File: src/rtl/arb_pkg.sv
// Shared encodings for the memory-port arbiter and the pipeline controller.
// State and owner encodings, plus RV load/store opcodes.
package arb_pkg;

    typedef enum logic [1:0] {
        IDLE  = 2'd0,
        ISSUE = 2'd1,
        WAIT  = 2'd2,
        DONE  = 2'd3
    } arb_state_t;

    typedef enum logic {
        OWN_IF  = 1'b0,
        OWN_MEM = 1'b1
    } arb_owner_t;

    localparam logic [6:0] OP_LOAD  = 7'b0000011;
    localparam logic [6:0] OP_STORE = 7'b0100011;

endpackage

File: src/rtl/mem_port_arbiter_if.sv
// Memory-port request/grant/response bundle; master = arbiter, slave = memory.
// Request payload is held from m_req rise until m_gnt; response arrives on m_rvalid.
interface mem_port_arbiter_if #(
    parameter int ADDR_W = 32,
    parameter int DATA_W = 64
);
    logic                  m_req;
    logic                  m_we;
    logic [ADDR_W-1:0]     m_addr;
    logic [DATA_W-1:0]     m_wdata;
    logic [DATA_W/8-1:0]   m_wstrb;
    logic                  m_gnt;
    logic                  m_rvalid;
    logic [DATA_W-1:0]     m_rdata;

    modport master (
        output m_req, m_we, m_addr, m_wdata, m_wstrb,
        input  m_gnt, m_rvalid, m_rdata
    );

    modport slave (
        input  m_req, m_we, m_addr, m_wdata, m_wstrb,
        output m_gnt, m_rvalid, m_rdata
    );
endinterface

File: src/rtl/arb_priority_sel.sv
// Winner selection between IF and MEM with an anti-starvation counter for IF.
// Latency: combinational grant; starve_cnt updates on arbitration cycles (arb_en).
// Backpressure: none; the caller only samples grant_mem when it can start a transaction.
module arb_priority_sel #(
    parameter int STARVE_MAX = 4
) (
    input  logic clk,
    input  logic rst,
    input  logic if_req,
    input  logic mem_req,
    input  logic arb_en,
    output logic grant_mem
);
    localparam int CW = 4;

    logic [CW-1:0] starve_cnt;
    logic          contested;
    logic          starved;

    always_comb begin
        contested = if_req & mem_req;
        starved   = (starve_cnt == CW'(STARVE_MAX));
        grant_mem = mem_req & ~(contested & starved);
    end

    // A contested MEM win can only happen below STARVE_MAX, so the increment saturates there.
    always_ff @(posedge clk or posedge rst) begin
        if (rst) begin
            starve_cnt <= '0;
        end else if (arb_en) begin
            if (if_req && !grant_mem) begin
                starve_cnt <= '0;
            end else if (contested) begin
                starve_cnt <= starve_cnt + 1'b1;
            end
        end
    end

endmodule

File: src/rtl/mem_port_arbiter.sv
// Shares one memory port between IF fetch and MEM load/store; ARB_PERF_EN adds perf counters.
// Latency: >=3 cycles from IDLE sample to done (ISSUE, WAIT, DONE), plus one IDLE cycle between ops.
// Backpressure: requesters stall until done; m_req and payload are held until m_gnt.
module mem_port_arbiter
    import arb_pkg::*;
#(
    parameter int ADDR_W     = 32,
    parameter int DATA_W     = 64,
    parameter int STARVE_MAX = 4
) (
    input  logic                  clk,
    input  logic                  rst,
    input  logic                  if_req,
    input  logic [ADDR_W-1:0]     if_addr,
    output logic [31:0]           if_rdata,
    output logic                  if_done,
    output logic                  if_stall,
    input  logic                  flush,
    input  logic                  mem_req,
    input  logic                  mem_we,
    input  logic [ADDR_W-1:0]     mem_addr,
    input  logic [DATA_W-1:0]     mem_wdata,
    input  logic [DATA_W/8-1:0]   mem_wstrb,
    output logic [DATA_W-1:0]     mem_rdata,
    output logic                  mem_done,
    output logic                  mem_stall,
`ifdef ARB_PERF_EN
    output logic [31:0]           perf_conflict,
    output logic [31:0]           perf_discard,
`endif
    mem_port_arbiter_if.master    mp
);
    arb_state_t            state, state_nxt;
    arb_owner_t            owner;
    logic                  grant_mem;
    logic                  arb_en;
    logic                  discard;
    logic                  sel_hi;
    logic                  we_q;
    logic [ADDR_W-1:0]     addr_q;
    logic [DATA_W-1:0]     wdata_q;
    logic [DATA_W/8-1:0]   wstrb_q;
    logic                  if_kill;
    logic                  unused_addr_lsb;

    assign unused_addr_lsb = ^if_addr[1:0];
    assign arb_en          = (state == IDLE) && (if_req || mem_req);
    // A flush landing in DONE itself still kills the fetch result.
    assign if_kill         = discard | flush;

    arb_priority_sel #(.STARVE_MAX(STARVE_MAX)) u_sel (
        .clk       (clk),
        .rst       (rst),
        .if_req    (if_req),
        .mem_req   (mem_req),
        .arb_en    (arb_en),
        .grant_mem (grant_mem)
    );

    always_comb begin
        state_nxt = state;
        if_done   = 1'b0;
        mem_done  = 1'b0;
        case (state)
            IDLE:    if (arb_en) state_nxt = ISSUE;
            ISSUE:   if (mp.m_gnt) state_nxt = WAIT;
            WAIT:    if (mp.m_rvalid) state_nxt = DONE;
            DONE: begin
                state_nxt = IDLE;
                if_done   = (owner == OWN_IF) && if_req && !if_kill;
                mem_done  = (owner == OWN_MEM) && mem_req;
            end
            default: state_nxt = IDLE;
        endcase
    end

    assign if_stall   = if_req & ~if_done;
    assign mem_stall  = mem_req & ~mem_done;
    assign mp.m_req   = (state == ISSUE);
    assign mp.m_we    = we_q;
    assign mp.m_addr  = addr_q;
    assign mp.m_wdata = wdata_q;
    assign mp.m_wstrb = wstrb_q;

    always_ff @(posedge clk or posedge rst) begin
        if (rst) begin
            state     <= IDLE;
            owner     <= OWN_IF;
            discard   <= 1'b0;
            sel_hi    <= 1'b0;
            we_q      <= 1'b0;
            addr_q    <= '0;
            wdata_q   <= '0;
            wstrb_q   <= '0;
            if_rdata  <= '0;
            mem_rdata <= '0;
        end else begin
            state <= state_nxt;
            if (arb_en) begin
                if (grant_mem) begin
                    owner   <= OWN_MEM;
                    we_q    <= mem_we;
                    addr_q  <= mem_addr;
                    wdata_q <= mem_wdata;
                    wstrb_q <= mem_wstrb;
                end else begin
                    owner   <= OWN_IF;
                    we_q    <= 1'b0;
                    addr_q  <= {if_addr[ADDR_W-1:3], 3'b000};
                    wdata_q <= '0;
                    wstrb_q <= '0;
                    sel_hi  <= if_addr[2];
                end
            end
            if (state == DONE) begin
                discard <= 1'b0;
            end else if (state != IDLE && owner == OWN_IF && flush) begin
                discard <= 1'b1;
            end
            if (state == WAIT && mp.m_rvalid) begin
                if (owner == OWN_IF) begin
                    if (!if_kill) if_rdata <= sel_hi ? mp.m_rdata[63:32] : mp.m_rdata[31:0];
                end else if (!we_q) begin
                    mem_rdata <= mp.m_rdata;
                end
            end
        end
    end

`ifdef ARB_PERF_EN
    always_ff @(posedge clk or posedge rst) begin
        if (rst) begin
            perf_conflict <= '0;
            perf_discard  <= '0;
        end else begin
            if (state == IDLE && if_req && mem_req) perf_conflict <= perf_conflict + 32'd1;
            if (state == DONE && owner == OWN_IF && if_kill) perf_discard <= perf_discard + 32'd1;
        end
    end
`endif

endmodule

File: src/flat_wrapper.sv
// flat-port wrapper written by rule: the top's interface ports become plain ports
module mem_port_arbiter_flat import arb_pkg::*;
#(
    parameter int ADDR_W     = 32,
    parameter int DATA_W     = 64,
    parameter int STARVE_MAX = 4
)
  (clk, rst, if_req, if_addr, if_rdata, if_done, if_stall, flush, mem_req, mem_we, mem_addr, mem_wdata, mem_wstrb, mem_rdata, mem_done, mem_stall, mp_m_req, mp_m_we, mp_m_addr, mp_m_wdata, mp_m_wstrb, mp_m_gnt, mp_m_rvalid, mp_m_rdata);
  mem_port_arbiter_if #(.ADDR_W(ADDR_W), .DATA_W(DATA_W)) mp_i ();
  input  logic clk;
  input  logic rst;
  input  logic if_req;
  input  logic [ADDR_W-1:0] if_addr;
  output logic [31:0] if_rdata;
  output logic if_done;
  output logic if_stall;
  input  logic flush;
  input  logic mem_req;
  input  logic mem_we;
  input  logic [ADDR_W-1:0] mem_addr;
  input  logic [DATA_W-1:0] mem_wdata;
  input  logic [DATA_W/8-1:0] mem_wstrb;
  output logic [DATA_W-1:0] mem_rdata;
  output logic mem_done;
  output logic mem_stall;
  output wire logic [$bits(mp_i.m_req)-1:0] mp_m_req;
  output wire logic [$bits(mp_i.m_we)-1:0] mp_m_we;
  output wire logic [$bits(mp_i.m_addr)-1:0] mp_m_addr;
  output wire logic [$bits(mp_i.m_wdata)-1:0] mp_m_wdata;
  output wire logic [$bits(mp_i.m_wstrb)-1:0] mp_m_wstrb;
  input wire logic [$bits(mp_i.m_gnt)-1:0] mp_m_gnt;
  input wire logic [$bits(mp_i.m_rvalid)-1:0] mp_m_rvalid;
  input wire logic [$bits(mp_i.m_rdata)-1:0] mp_m_rdata;
  assign mp_m_req = mp_i.m_req;
  assign mp_m_we = mp_i.m_we;
  assign mp_m_addr = mp_i.m_addr;
  assign mp_m_wdata = mp_i.m_wdata;
  assign mp_m_wstrb = mp_i.m_wstrb;
  assign mp_i.m_gnt = mp_m_gnt;
  assign mp_i.m_rvalid = mp_m_rvalid;
  assign mp_i.m_rdata = mp_m_rdata;
  mem_port_arbiter #(.ADDR_W(ADDR_W), .DATA_W(DATA_W), .STARVE_MAX(STARVE_MAX)) u_core (.clk(clk), .rst(rst), .if_req(if_req), .if_addr(if_addr), .if_rdata(if_rdata), .if_done(if_done), .if_stall(if_stall), .flush(flush), .mem_req(mem_req), .mem_we(mem_we), .mem_addr(mem_addr), .mem_wdata(mem_wdata), .mem_wstrb(mem_wstrb), .mem_rdata(mem_rdata), .mem_done(mem_done), .mem_stall(mem_stall), .mp(mp_i));
endmodule
File: config.mk
export PLATFORM = sky130hd
export DESIGN_NAME = mem_port_arbiter_flat
export DESIGN_NICKNAME = d
export VERILOG_FILES = /design/src/rtl/arb_pkg.sv /design/src/rtl/mem_port_arbiter_if.sv /design/src/rtl/arb_priority_sel.sv /design/src/rtl/mem_port_arbiter.sv /design/src/flat_wrapper.sv
export SDC_FILE = /design/constraint.sdc
export NUM_CORES = 1
export LEC_CHECK = 0
export CORE_AREA = 2 2 163 165
export CTS_CLUSTER_DIAMETER = 120
export DETAILED_ROUTE_END_ITERATION = 8
export DIE_AREA = 0 0 165 167
export PLACE_DENSITY = 0.76
export REMOVE_ABC_BUFFERS = 1
export SLEW_MARGIN = 20
export SYNTH_ARGS = -nofsm -noshare
export SYNTH_HDL_FRONTEND = slang
export SYNTH_HIERARCHICAL = 1
export SYNTH_SLANG_ARGS = --single-unit
File: constraint.sdc
create_clock -name clk -period 12.2 [get_ports clk]
set_input_delay 1.22 -clock clk [delete_from_list [all_inputs] [get_ports clk]]
set_output_delay 1.22 -clock clk [all_outputs]
set_load 0.01 [all_outputs]
==> Yosys cells after proc, flatten, opt, wreduce, memory -nomap -nowiden <==
Cells that the tools add are included.
{ "word_totals": {"register_bits": 210, "input_bits": 208, "out_inout_bits": 206} }
{ "classes": {"addsub": 1, "eq_ne": 7, "muxes": 16, "n_bitwise": 13, "reduce_logical": 20} }
{ "op_table": {"columns": ["operator", "count"], "rows": [
  ["2-to-1 mux 32 bit", 2],
  ["2-to-1 mux 64 bit", 1],
  ["AND reduction 3 bit", 3],
  ["logical AND 1 bit", 8],
  ["2-to-1 mux 4 bit", 2],
  ["2-to-1 mux 8 bit", 1],
  ["case mux 2 bit (4 select lines)", 1],
  ["NOT 1 bit", 7],
  ["2-to-1 mux 1 bit", 6],
  ["2-to-1 mux 2 bit", 3],
  ["nonzero test 2 bit", 3],
  ["AND 1 bit", 5],
  ["adder 4 x 1 -> 4 bit, second input constant", 1],
  ["equality test 2 bit, second input constant", 2],
  ["equality test 4 x 3 -> 1 bit, second input constant", 1],
  ["!= test 2 x 1 -> 1 bit, second input constant", 2],
  ["AND reduction 2 bit", 2],
  ["equality test 2 x 1 -> 1 bit, second input constant", 1],
  ["logical NOT 1 bit", 2],
  ["logical NOT 2 bit", 1],
  ["!= test 2 bit, second input constant", 1],
  ["logical OR 1 bit", 1],
  ["bitwise OR 1 bit", 1]
]} }

==> Depth between registers and ports, before layout <==
Gate-level depths: netlist of the first run.
{ "depth": {"ltp_word": 8, "depth_mapped": 10} }

==> Hierarchy <==
Netlist of the first run, hierarchy kept.
{ "modules_own_cells": {"columns": ["mod", "n_inst", "cells_per_inst", "area_per_inst_um2", "seq_area_each_um2"], "rows": [
  ["mem_port_arbiter", 1, 729, 8779.7, 5154.9],
  ["arb_priority_sel", 1, 29, 256.5, 100.1]
]} }

==> Worst setup path after synthesis of the first run <==
No wires, ideal clock.
{ "synth_path": {"path_kind": "in2out", "startpoint": "in flush", "endpoint": "out if_stall", "t_arrival_ps": 1678, "setup_slack_ps": 9302, "stages": 3, "path_cell_list": "nor3_2 -> and3_2 -> nor2b_1"} }
{ "synth_between": {"elab_chain_len": 6} }
{ "synth_rtl": {"columns": ["element", "line", "text"], "rows": [
  ["start, declared", "flat_wrapper.sv:17", "input logic flush;"],
  ["bitwise OR 1 bit", "mem_port_arbiter.sv:49", "assign if_kill = discard | flush;"],
  ["logical NOT 1 bit", "mem_port_arbiter.sv:70", "if_done = (owner == OWN_IF) && if_req && !if_kill;"],
  ["logical AND 1 bit", "mem_port_arbiter.sv:70", null],
  ["2-to-1 mux 1 bit", "mem_port_arbiter.sv:64", "case (state)"],
  ["net if_done", "flat_wrapper.sv:15", "output logic if_done;"],
  ["NOT 1 bit", "mem_port_arbiter.sv:77", "assign if_stall = if_req & ~if_done;"],
  ["AND 1 bit", "mem_port_arbiter.sv:77", null],
  ["end, declared", "flat_wrapper.sv:16", "output logic if_stall;"]
]} }
The timed path passes the listed nets, and every way through them passes these cells.

==> Final worst setup path of the first run <==
{ "layout_path": {"startpoint": "in if_req", "endpoint": "out if_stall"} }
{ "layout_between": {"elab_chain_len": 5} }
{ "layout_rtl": {"columns": ["element", "line", "text"], "rows": [
  ["start, declared", "flat_wrapper.sv:12", "input logic if_req;"],
  ["logical AND 1 bit (2 in series)", "mem_port_arbiter.sv:70", null],
  ["2-to-1 mux 1 bit", "mem_port_arbiter.sv:64", null],
  ["NOT 1 bit", "mem_port_arbiter.sv:77", null],
  ["AND 1 bit (*)", "mem_port_arbiter.sv:77", null]
]} }
Mark *: on every way between the ends. The rest lies on a longest branch, timed or not.

==> results of run 1 <==
## logic make-up (layout without fill, tap and decap cells)
family | count (synthesis) | after routing
AND/OR/NAND/NOR | 203 | 203
flip-flops | 210 | 210
AO/OA/AOI/OAI | 115 | 115
multiplexers | 162 | 162
buffers and inverters | 61 | 473
adder cells (fa/ha/maj) | 7 | 7
## placed cells by master, fill, tap and decap left out, drive strengths merged, types with 7 or more instances in the layout
cell	count
mux2i	31
dfrtp	210
o21ai	110
inv	12
clkbuf	35
nand2	186
mux2	131
buf	7
clkdlybuf4s50	411
ha	7
## critical path: stages
cell             delay [ns]
clkdlybuf4s50_1        0.62
and3_2                 0.30
nor2b_1                0.13
clkdlybuf4s50_1        0.55
## Yosys cell counts
cell      count
nor2_1        4
and3_1        1
and3_2        2
buf_4        11
dfrtp_1     210
nand2_1     186
buf_6         7
o21ai_2       2
a22o_1        1
mux2_2      101
a21boi_0      1
inv_1        11
o21ai_0      98
nand3_1       3
o21ai_1      10
ha_1          7
nand4b_1      1
nor3b_1       1
a31oi_1       1
a222oi_1      1
buf_12        3
nor2b_1       1
nand2b_4      1
mux2i_1      31
nor3_2        1
o32a_1        1
clkbuf_1     19
mux2_4       30
and3b_1       1
nand4_1       1
buf_2        10
## state kept, by name, summed over array words and instances, names as in the netlist
| signal | flops |
|---|---|
| u_core/owner | 1 |
| u_core/mp.m_addr | 32 |
| u_core/u_sel/starve_cnt | 4 |
| u_core/discard | 1 |
| u_core/sel_hi | 1 |
| u_core/mp.m_wdata | 64 |
| u_core/state | 2 |
| u_core/mp.m_we | 1 |
| u_core/mp.m_wstrb | 8 |
| u_core/mem_rdata | 64 |
| u_core/if_rdata | 32 |
## final cells by class
type | instances | area (µm²)
Clock buffer | 35 | 703.2
Inverter | 11 | 51.30
Timing Repair Buffer | 418 | 4167
Clock inverter | 9 | 153.9
Multi-Input combinational cell | 487 | 3406
Sequential cell | 210 | 5255
Tap cell | 335 | 419.2
Fill cell | 2195 | 11610
## worst max path at each step
| stage | start | endpoint | slack [ns] | cells past startpoint |
|---|---|---|---|---|
| floorplan | rst | u_core/discard | 5.36 | 1 |
| global placement | if_req | u_core/mp.m_addr[22] | 8.16 | 5 |
| detailed placement | if_req | u_core/mp.m_wdata[32] | 8.05 | 5 |
| CTS | if_req | if_stall | 8.16 | 4 |
| global route | if_req | if_stall | 8.11 | 4 |
| finish | if_req | if_stall | 8.15 | 4 |
## per-stage QoR
step                hold slack (ns)  instances
floorplan                    0.4712        708
global placement             0.4597       1461
detailed placement           0.4693       1461
CTS                          0.4825       1505
global route                 0.5013       1505
finish                       0.4767       1505
## power by group
part / leakage [nW] / total, mW / internal (mW) / switching (mW)
combinational: 3.12 / 1.58 / 0.910 / 0.671
clock: 0.418 / 0.772 / 0.485 / 0.287
sequential: 2.64 / 1.23 / 1.04 / 0.188
total: 6.18 / 3.58 / 2.44 / 1.15
## layer usage
layer	track usage (%)	wire length [µm]
met5	0	0
met4	6.919	928
met3	6.276	2666
met2	33.04	13210
met1	20.64	9755
==> impl_results.md, run 1 <==
- RePlAce Congestion: 0.7912
- Rows: 59
- Worst setup margin: 8.154 ns
- Slew @ Worst Pin: 0.9646 ns
- Total die area: 27560 µm²
- Total congestion overflow: 0
- Yosys reg bits: 210
- R2r setup slk: 9.23 ns
- Total number of vias: 7113
- Final period util: 33.16%
- Power Total: 3.581 mW
- Largest family of logic cells by synthesized area: multiplexers
- Crit-path max FO: 10
- Compound-Gate Fraction of Synth Area: 6.646%
- Final hold violation count: 0
- Synth Instances: 758
- Via-per-instance ratio: 4.726
- Fraction of the mapped netlist area in simple logic gates: 8.973%
- Setup TNS: 0 ns
- PwrDens: 253.0 nW/µm²
- Fin area: 14150 µm²
- Remaining antenna violation count: 0
- Ys Warns: 6
- Hold Path End: u_core/mp.m_wdata[58]
- Initial antenna violation count: 0
- Worst R2R Path Depth: 6
- CTS Buffer Depth: 3
- Fmax: 247.2 MHz
- Peak VDD IR: 0.0001478 V
- Max_cap viols: 0
- Synth top area share: 58.16%
- Post-Synth Adder-Cell Area: 0.9693%
- Area grow syn2layout: 56.65%
- Worst EP required: 10.98 ns
- Hold wc startpoint: u_core/mp.m_wdata[58]
- Pre-CTS setup slack: 8.046 ns
- Sink Count: 210
- Post-Synth XOR/XNOR Area: 0%
- Placed Instance Area: 13300 µm²
- Final HPWL from detailed placement: 19.25 mm
- Die H: 167 µm
- Drt pass-1 iters: 4
- Cell Area, Synth: 9036 µm²
- I/O pin cnt: 414
- Initial Utilization: 35.07%
- Pin count of the biggest net entering global routing: 140
- Post-CTS Setup Bufs: 0
- Arrival time worst endpoint: 2.83 ns
- Seq/Total Area, Yosys: 58.16%
- Period minus WS final: 4.046 ns
- Endpoint class of the critical path: output pin
- WL final: 26.56 mm
- TritonCTS Buffers: 24
- Leakage: 6.178 nW
- Share of cells above drive strength 1: 15.81%
- Critical Path Start Type: input port
- Die width: 165 µm
- ANT cells: 0
- Max_slew headroom: 35.69%
- Vias in the first global route: 7402
- First-pass GRT wire length: 40.61 mm
- CTS tree: built
- Multiplexer share of the synthesized area: 21.01%
- Clock slew at reported path FFs: 0.06 ns
- Remaining DRCs: 0
- Hold path depth: 2
- GR Util All Layers: 18.70%
- RR Endpoint: u_core/mp.m_wdata[32]
- Slew Limit Fails: 0
- Iteration-0 DRC Markers: 364
- RR Startpoint: u_core/state[0]
- Core ar.: 25760 µm²
- Unrepaired setup endpoints after global routing: false
- Port buffer count: 411
- Status: finished, final reports clean
- Skew final: 0.01560 ns
- Setup violators final: 0
- Layout Nets: 1367
- Root buf cell: clkbuf_16
- Mean post-synth cell area: 11.92 µm²
- Fin util: 54.94%
- Distinct cells, synth: 31
- Worst Hold Class: register to register
- Cts hold-fix bufs: 0
- Area leader, netlist: dfrtp_1
- Largest cells by area after synthesis: dfrtp_1 58%, mux2_2 13%, nand2_1 7.7%
- # resized after CTS: 0
- Drt wl/cell: 17.65 µm
- Setup CP Type: input port to output pin
- Worst-Skew Late Latency: 0.51 ns
- Number of H-tree levels: 1
(Power assumes the default switching activity.)
==> run 2, diff against run 1 <==
--- a/config.mk
+++ b/config.mk
@@ -5,11 +5,11 @@
 export SDC_FILE = /design/constraint.sdc
 export NUM_CORES = 1
 export LEC_CHECK = 0
-export CORE_AREA = 2 2 163 165
+export CORE_AREA = 2 2 159 161
 export CTS_CLUSTER_DIAMETER = 120
 export DETAILED_ROUTE_END_ITERATION = 8
-export DIE_AREA = 0 0 165 167
-export PLACE_DENSITY = 0.76
+export DIE_AREA = 0 0 161 163
+export PLACE_DENSITY = 0.79
 export REMOVE_ABC_BUFFERS = 1
 export SLEW_MARGIN = 20
 export SYNTH_ARGS = -nofsm -noshare
==> constraint.sdc (replaced) <==
create_clock -name clk -period 4 [get_ports clk]
set_input_delay 0.4 -clock clk [delete_from_list [all_inputs] [get_ports clk]]
set_output_delay 0.4 -clock clk [all_outputs]
set_load 0.01 [all_outputs]
==> run 2 against run 1 <==
Net effect: sequential share of layout area down 0.15 points; clock skew is essentially flat; non-clock buffer count grew 2; clock power grew to 3.1 times the previous value; sequential power increased to 3.0 times the previous value; register-to-register slack worse by 7.9 ns; count of clock-buffer cells in the layout fell by 4; sequential cell count is the same; final cell count decreased by 0.20%; first-iteration DRC count up 15%.
==> impl_results.md, run 2 (synthesized netlist as in run 1, its figures left out) <==
- Status: finished, final reports clean
- Leakage: 6.210 nW (+0.52%)
- Unrepaired setup endpoints after global routing: false
- TritonCTS Buffers: 24 (unchanged)
- WL final: 26.74 mm (+0.69%)
- NetSw: 3.483 mW (+200%)
- Sequential standard cell area: 5255 µm² (unchanged)
- Final hold violation count: 0 (unchanged)
- Layout Nets: 1369 (+0.15%)
- Pre-CTS setup slack: 0.9462 ns (-7.099 ns)
- Iteration-0 DRC Markers: 420 (+15%)
- Critical Path Start Type: register
- Share of cells above drive strength 1: 16.15% (+0.34 points)
- GR Util All Layers: 19.64% (+0.94 points)
- Remaining DRCs: 0 (unchanged)
- Max_slew headroom: 30.40% (-5.3 points)
- Post-CTS Setup Bufs: 0 (unchanged)
- Worst-Skew Late Latency: 0.52 ns (about the same)
- Fmax: 379.3 MHz
- Commonest non-fill, non-tap cell in the layout: clkdlybuf4s50_1
- Most frequent cells in the layout: 411 x clkdlybuf4s50_1, 210 x dfrtp_1, 186 x nand2_1, 101 x mux2_2, 98 x o21ai_0
- Vias in the first global route: 7193 (-2.8%)
- Slew Limit Fails: 0 (unchanged)
- I/O pin cnt: 414 (unchanged)
- Cts hold-fix bufs: 0 (unchanged)
- Max_cap viols: 0 (unchanged)
- RR Startpoint: u_core/u_sel/starve_cnt[0]
- Port buffer count: 411 (unchanged)
- Sw frac: 31.74% (-0.26 points)
- Die H: 163 µm (-2.4%)
- Worst setup margin: 1.364 ns (-6.791 ns)
- Cell internal pwr: 7.491 mW (+210%)
- Drt pass-1 iters: 4 (unchanged)
- Initial antenna violation count: 2 (+2)
- RR Endpoint: u_core/mp.m_addr[18]
- Crit-path max FO: 85 (+75)
- Rows: 58 (-1.7%)
- Worst Hold Class: input port to async pin
- Remaining antenna violation count: 0 (unchanged)
- Fin util: 57.60% (+2.7 points)
- # resized after CTS: 0 (unchanged)
- Initial Utilization: 36.62% (+1.5 points)
- Sink Count: 210 (unchanged)
- Multi-input gate area: 3406 µm² (unchanged)
- Gate power share: 43.9% (-0.3 points)
- Via-per-instance ratio: 4.700 (-0.56%)
- Die width: 161 µm (-2.4%)
- PwrDens: 772.2 nW/µm² (+210%)
- Number of fill cells: 2082 (-5.1%)
- Period minus WS final: 2.636 ns
- Area grow syn2layout: 57.27%
- First-pass GRT wire length: 40.40 mm (-0.51%)
- Pin count of the biggest net entering global routing: 160 (+14%)
- Number of H-tree levels: 1 (unchanged)
- Endpoint class of the critical path: register
- Setup TNS: 0 ns (unchanged)
- Clock slew at reported path FFs: 0.06 ns (about the same)
- Sequential share of power: 34.1% (-0.2 points)
- Root buf cell: clkbuf_16
- CTS Buffer Depth: 3 (unchanged)
- Peak VDD IR: 0.0004284 V (+190%)
- Core ar.: 24670 µm² (-4.2%)
- Total die area: 26240 µm² (-4.8%)
- Slew @ Worst Pin: 1.044 ns (+0.07939 ns)
- R2r setup slk: 1.36 ns (-7.87 ns)
- Final period util: 65.91%
- CTS tree: built
- RePlAce Congestion: 0.7832 (-1.0%)
- Final HPWL from detailed placement: 19.31 mm (+0.34%)
- Setup violators final: 0 (unchanged)
- Drt wl/cell: 17.80 µm (+0.89%)
- Total congestion overflow: 0 (unchanged)
- Worst EP required: 4.37 ns (-6.61 ns)
- Setup CP Type: register to register
- Worst R2R Path Depth: 8 (+2)
- Clk pwr share: 22.0% (+0.5 points)
- Skew final: 0.01552 ns (-0.00008550 ns)
- Total number of vias: 7059 (-0.76%)
- Arrival time worst endpoint: 3.01 ns (+0.18 ns)
run 2: cell types whose count changed in the layout (fill, tap and decap cells not counted), sizes merged:
cell	delta
bufinv	+1
clkbuf	-4
clkinv	+2
buf	+2
inv	-1
diode	+2
run 2: area by class of cell:
cell class	instances	area share [%]
inverter	11	0.3610
clock buffer	31	4.842
antenna	2	0.03522
multi-input combinational	487	23.97
timing repair buffer	420	29.60
tap	330	2.905
sequential	210	36.98
clock inverter	11	1.312
run 2: critical path: stages (launching register included):
cell and delay, ns:
dfrtp_1 0.41, inv_1 0.08, ha_1 0.23, nand2b_4 0.08, o21ai_2 0.10, inv_4 0.71
buf_4 0.44, mux2i_1 0.23, o21ai_0 0.10
run 2: worst max path at each step:
stage	start	slack [ns]	endpoint
3_3_place_gp	if_req	1.03	u_core/mp.m_addr[17]
2_1_floorplan	rst	-2.02	u_core/discard
5_1_grt	u_core/u_sel/starve_cnt[0]	1.22	u_core/mp.m_addr[17]
6_report	u_core/u_sel/starve_cnt[0]	1.36	u_core/mp.m_addr[18]
4_1_cts	u_core/u_sel/starve_cnt[0]	1.34	u_core/mp.m_addr[18]
3_5_place_dp	if_req	0.95	u_core/mp.m_addr[18]
run 2: stage by stage:
step / instances / power [mW] / hold slack [ns] / instance area [µm²]
floorplan: 708 / 5.817 / 0.1661 / 8693
global placement: 1458 / 8.463 / 0.4596 / 13330
finish: 1502 / 10.97 / 0.2239 / 14210
global route: 1501 / 11.61 / 0.2486 / 14210
CTS: 1500 / 11.10 / 0.2079 / 14210
detailed placement: 1458 / 8.618 / 0.4688 / 13330
run 2: routing by layer:
| metal | track usage [%] | vias to the layer above | routed length [µm] |
|---|---|---|---|
| met4 | 6.128 | 0 | 629 |
| li1 | - | 3354 | - |
| met3 | 6.137 | 41 | 2303 |
| met2 | 35.12 | 291 | 13550 |
| met5 | 0 | - | 0 |
| met1 | 22.50 | 3373 | 10260 |
run 2: power by group through the flow:
stage / sequential, mW / clock [mW] / combinational, mW
floorplan: 4.24 / 0 / 1.58
global placement: 3.70 / 0 / 4.76
detailed placement: 3.77 / 0 / 4.85
CTS: 3.74 / 2.48 / 4.88
global route: 3.87 / 2.58 / 5.16
finish: 3.74 / 2.42 / 4.82
==> run 3, diff against run 2 <==
==> constraint.sdc (replaced) <==
create_clock -name clk -period 2.6 [get_ports clk]
set_input_delay 0.26 -clock clk [delete_from_list [all_inputs] [get_ports clk]]
set_output_delay 0.26 -clock clk [all_outputs]
set_load 0.01 [all_outputs]
==> run 3 against run 2 <==
Net effect: via count rose by 1.1%; cell area up 1.1%; setup slack worse by 1.1 ns; largest cell class unchanged; highest routed layer unchanged.
==> impl_results.md, run 3 (synthesized netlist as in run 1, its figures left out) <==
- CTS tree: built
- Max_cap viols: 0 (unchanged)
- Setup CP Type: register to output pin
- R2r setup slk: 0.40 ns (-0.96 ns)
- Number of H-tree levels: 1 (unchanged)
- Post-CTS Setup Bufs: 0 (unchanged)
- Iteration-0 DRC Markers: 355 (-15%)
- Arrival time worst endpoint: 2.06 ns (-0.95 ns)
- Most frequent cells in the layout: 411 x clkdlybuf4s50_1, 210 x dfrtp_1, 186 x nand2_1, 101 x mux2_2, 98 x o21ai_0
- I/O pin cnt: 414 (unchanged)
- Setup violators final: 0 (unchanged)
- Metal-1 WL: 10.35 mm (+0.91%)
- Leakage: 6.294 nW (+1.4%)
- Cell internal pwr: 11.40 mW (+52%)
- Layout Nets: 1386 (+1.2%)
- Sw frac: 32.02% (+0.28 points)
- TritonCTS Buffers: 24 (unchanged)
- Cts hold-fix bufs: 0 (unchanged)
- Initial antenna violation count: 2 (unchanged)
- Rows: 58 (unchanged)
- Core ar.: 24670 µm² (unchanged)
- Commonest non-fill, non-tap cell in the layout: clkdlybuf4s50_1
- Sequential share of power: 34.4% (+0.3 points)
- Pre-CTS setup slack: 0.4145 ns (-0.5317 ns)
- Skew final: 0.01089 ns (-0.004628 ns)
- Via-per-instance ratio: 4.698 (about the same)
- Peak VDD IR: 0.0006743 V (+57%)
- Max_slew headroom: 53.85% (+23 points)
- Final hold violation count: 0 (unchanged)
- # resized after CTS: 0 (unchanged)
- Area grow syn2layout: 58.96%
- Gate power share: 45.2% (+1.3 points)
- WL final: 27.02 mm (+1.1%)
- Final HPWL from detailed placement: 20.30 mm (+5.1%)
- GR Util All Layers: 19.98% (+0.34 points)
- Worst R2R Path Depth: 5 (-3)
- Remaining antenna violation count: 0 (unchanged)
- Worst EP required: 2.34 ns (-2.03 ns)
- Critical Path Start Type: register
- Fmax: 430.9 MHz
- DR top layer: met4
- First-pass GRT wire length: 41.17 mm (+1.9%)
- Drt wl/cell: 17.79 µm (about the same)
- Final Hold Slack: 0.08478 ns (-0.1391 ns)
- PwrDens: 1167 nW/µm² (+51%)
- Status: finished, final reports clean
- Total die area: 26240 µm² (unchanged)
- Worst-Skew Late Latency: 0.51 ns (about the same)
- Worst setup margin: 0.2791 ns (-1.085 ns)
- NetSw: 5.368 mW (+54%)
- Die H: 163 µm (unchanged)
- Crit-path max FO: 4 (-95%)
- Share of cells above drive strength 1: 17.02% (+0.86 points)
- Slew @ Worst Pin: 0.6887 ns (-0.3553 ns)
- CP Buf/Inv Count: 1 (-2)
- Critical path depth: 4 (-4)
- CTS Buffer Depth: 3 (unchanged)
- Met3 WL: 2.114 mm (-8.2%)
- Root buf cell: clkbuf_16
- Slowest CP cell: clkdlybuf4s50_1
- Clock slew at reported path FFs: 0.06 ns (about the same)
- Drt pass-1 iters: 4 (unchanged)
- Final period util: 89.26%
- Worst Hold Class: input port to async pin
- Initial Utilization: 36.62% (unchanged)
- Die width: 161 µm (unchanged)
- Endpoint class of the critical path: output pin
- RePlAce Congestion: 0.8019 (+2.4%)
- Cell Chain, Critical Path: ha_1 > and3_2 > nor2b_1 > clkdlybuf4s50_1
- Sink Count: 210 (unchanged)
- WL met2: 13.80 mm (+1.9%)
- Unrepaired setup endpoints after global routing: false
- Period minus WS final: 2.321 ns
- Port buffer count: 411 (unchanged)
- Pin count of the biggest net entering global routing: 75 (-53%)
- Remaining DRCs: 0 (unchanged)
- Clk pwr share: 20.4% (-1.6 points)
- Worst stage delay on the critical path: 0.54 ns (-0.17 ns)
- Total congestion overflow: 0 (unchanged)
- Crit-path leading delay family: buffers and inverters
- Slew Limit Fails: 0 (unchanged)
- Fin util: 58.21% (+0.62 points)
- Vias in the first global route: 7327 (+1.9%)
- Total number of vias: 7137 (+1.1%)
run 3: cell count changes in the layout (fill, tap and decap cells not counted), sizes merged:
| cell | previous run | this run |
|---|---|---|
| buf | 9 | 26 |
| bufinv | 5 | 3 |
| clkbuf | 31 | 33 |
| clkinv | 5 | 6 |
| clkinvlp | 1 | 0 |
run 3: cell type report:
type	count	area, µm²
Fill cell	2056	10310
Sequential cell	210	5255
Timing Repair Buffer	437	4434
Multi-Input combinational cell	487	3406
Clock buffer	33	675.6
Tap cell	330	412.9
Clock inverter	9	123.9
Inverter	11	51.30
Antenna cell	2	5.005
run 3: path summary, 6_finish.rpt:
kind	to	startpoint
worst max-delay path	if_stall	u_core/state[0]
worst min-delay path	u_core/u_sel/starve_cnt[2]	rst
worst max register to register	u_core/mem_rdata[32]	u_core/state[0]
worst min register to register	u_core/mp.m_wdata[28]	u_core/mp.m_wdata[28]
max in group asynchronous	u_core/mp.m_addr[15]	rst
min in group clk	u_core/mp.m_wdata[48]	mem_wdata[48]
run 3: power by group through the flow:
stage                     registers (mW)  logic [mW]  clock network [mW]
final                               5.77        7.58                3.42
after global routing                5.96        8.11                3.68
after CTS                           5.77        7.67                3.52
after detailed placement            5.81        7.62                   0
after global placement              5.71        7.45                   0
after floorplan                     6.52        2.42                   0
run 3: per-stage QoR:
step           power (mW)  std cells  instance area, µm²  setup TNS [ns]
6_report            16.76       1519               14360               0
5_1_grt             17.74       1519               14360               0
4_1_cts             16.96       1517               14360               0
3_5_place_dp        13.43       1475               13560               0
3_3_place_gp        13.16       1475               13560               0
2_1_floorplan       8.949        708                8693         -935.33
run 3: metal layers:
layer  track usage [%]  vias up
met4             6.575        0
met3             5.271       46
met1             23.07     3394
met5                 0        -
met2             36.09      307
li1                  -     3390
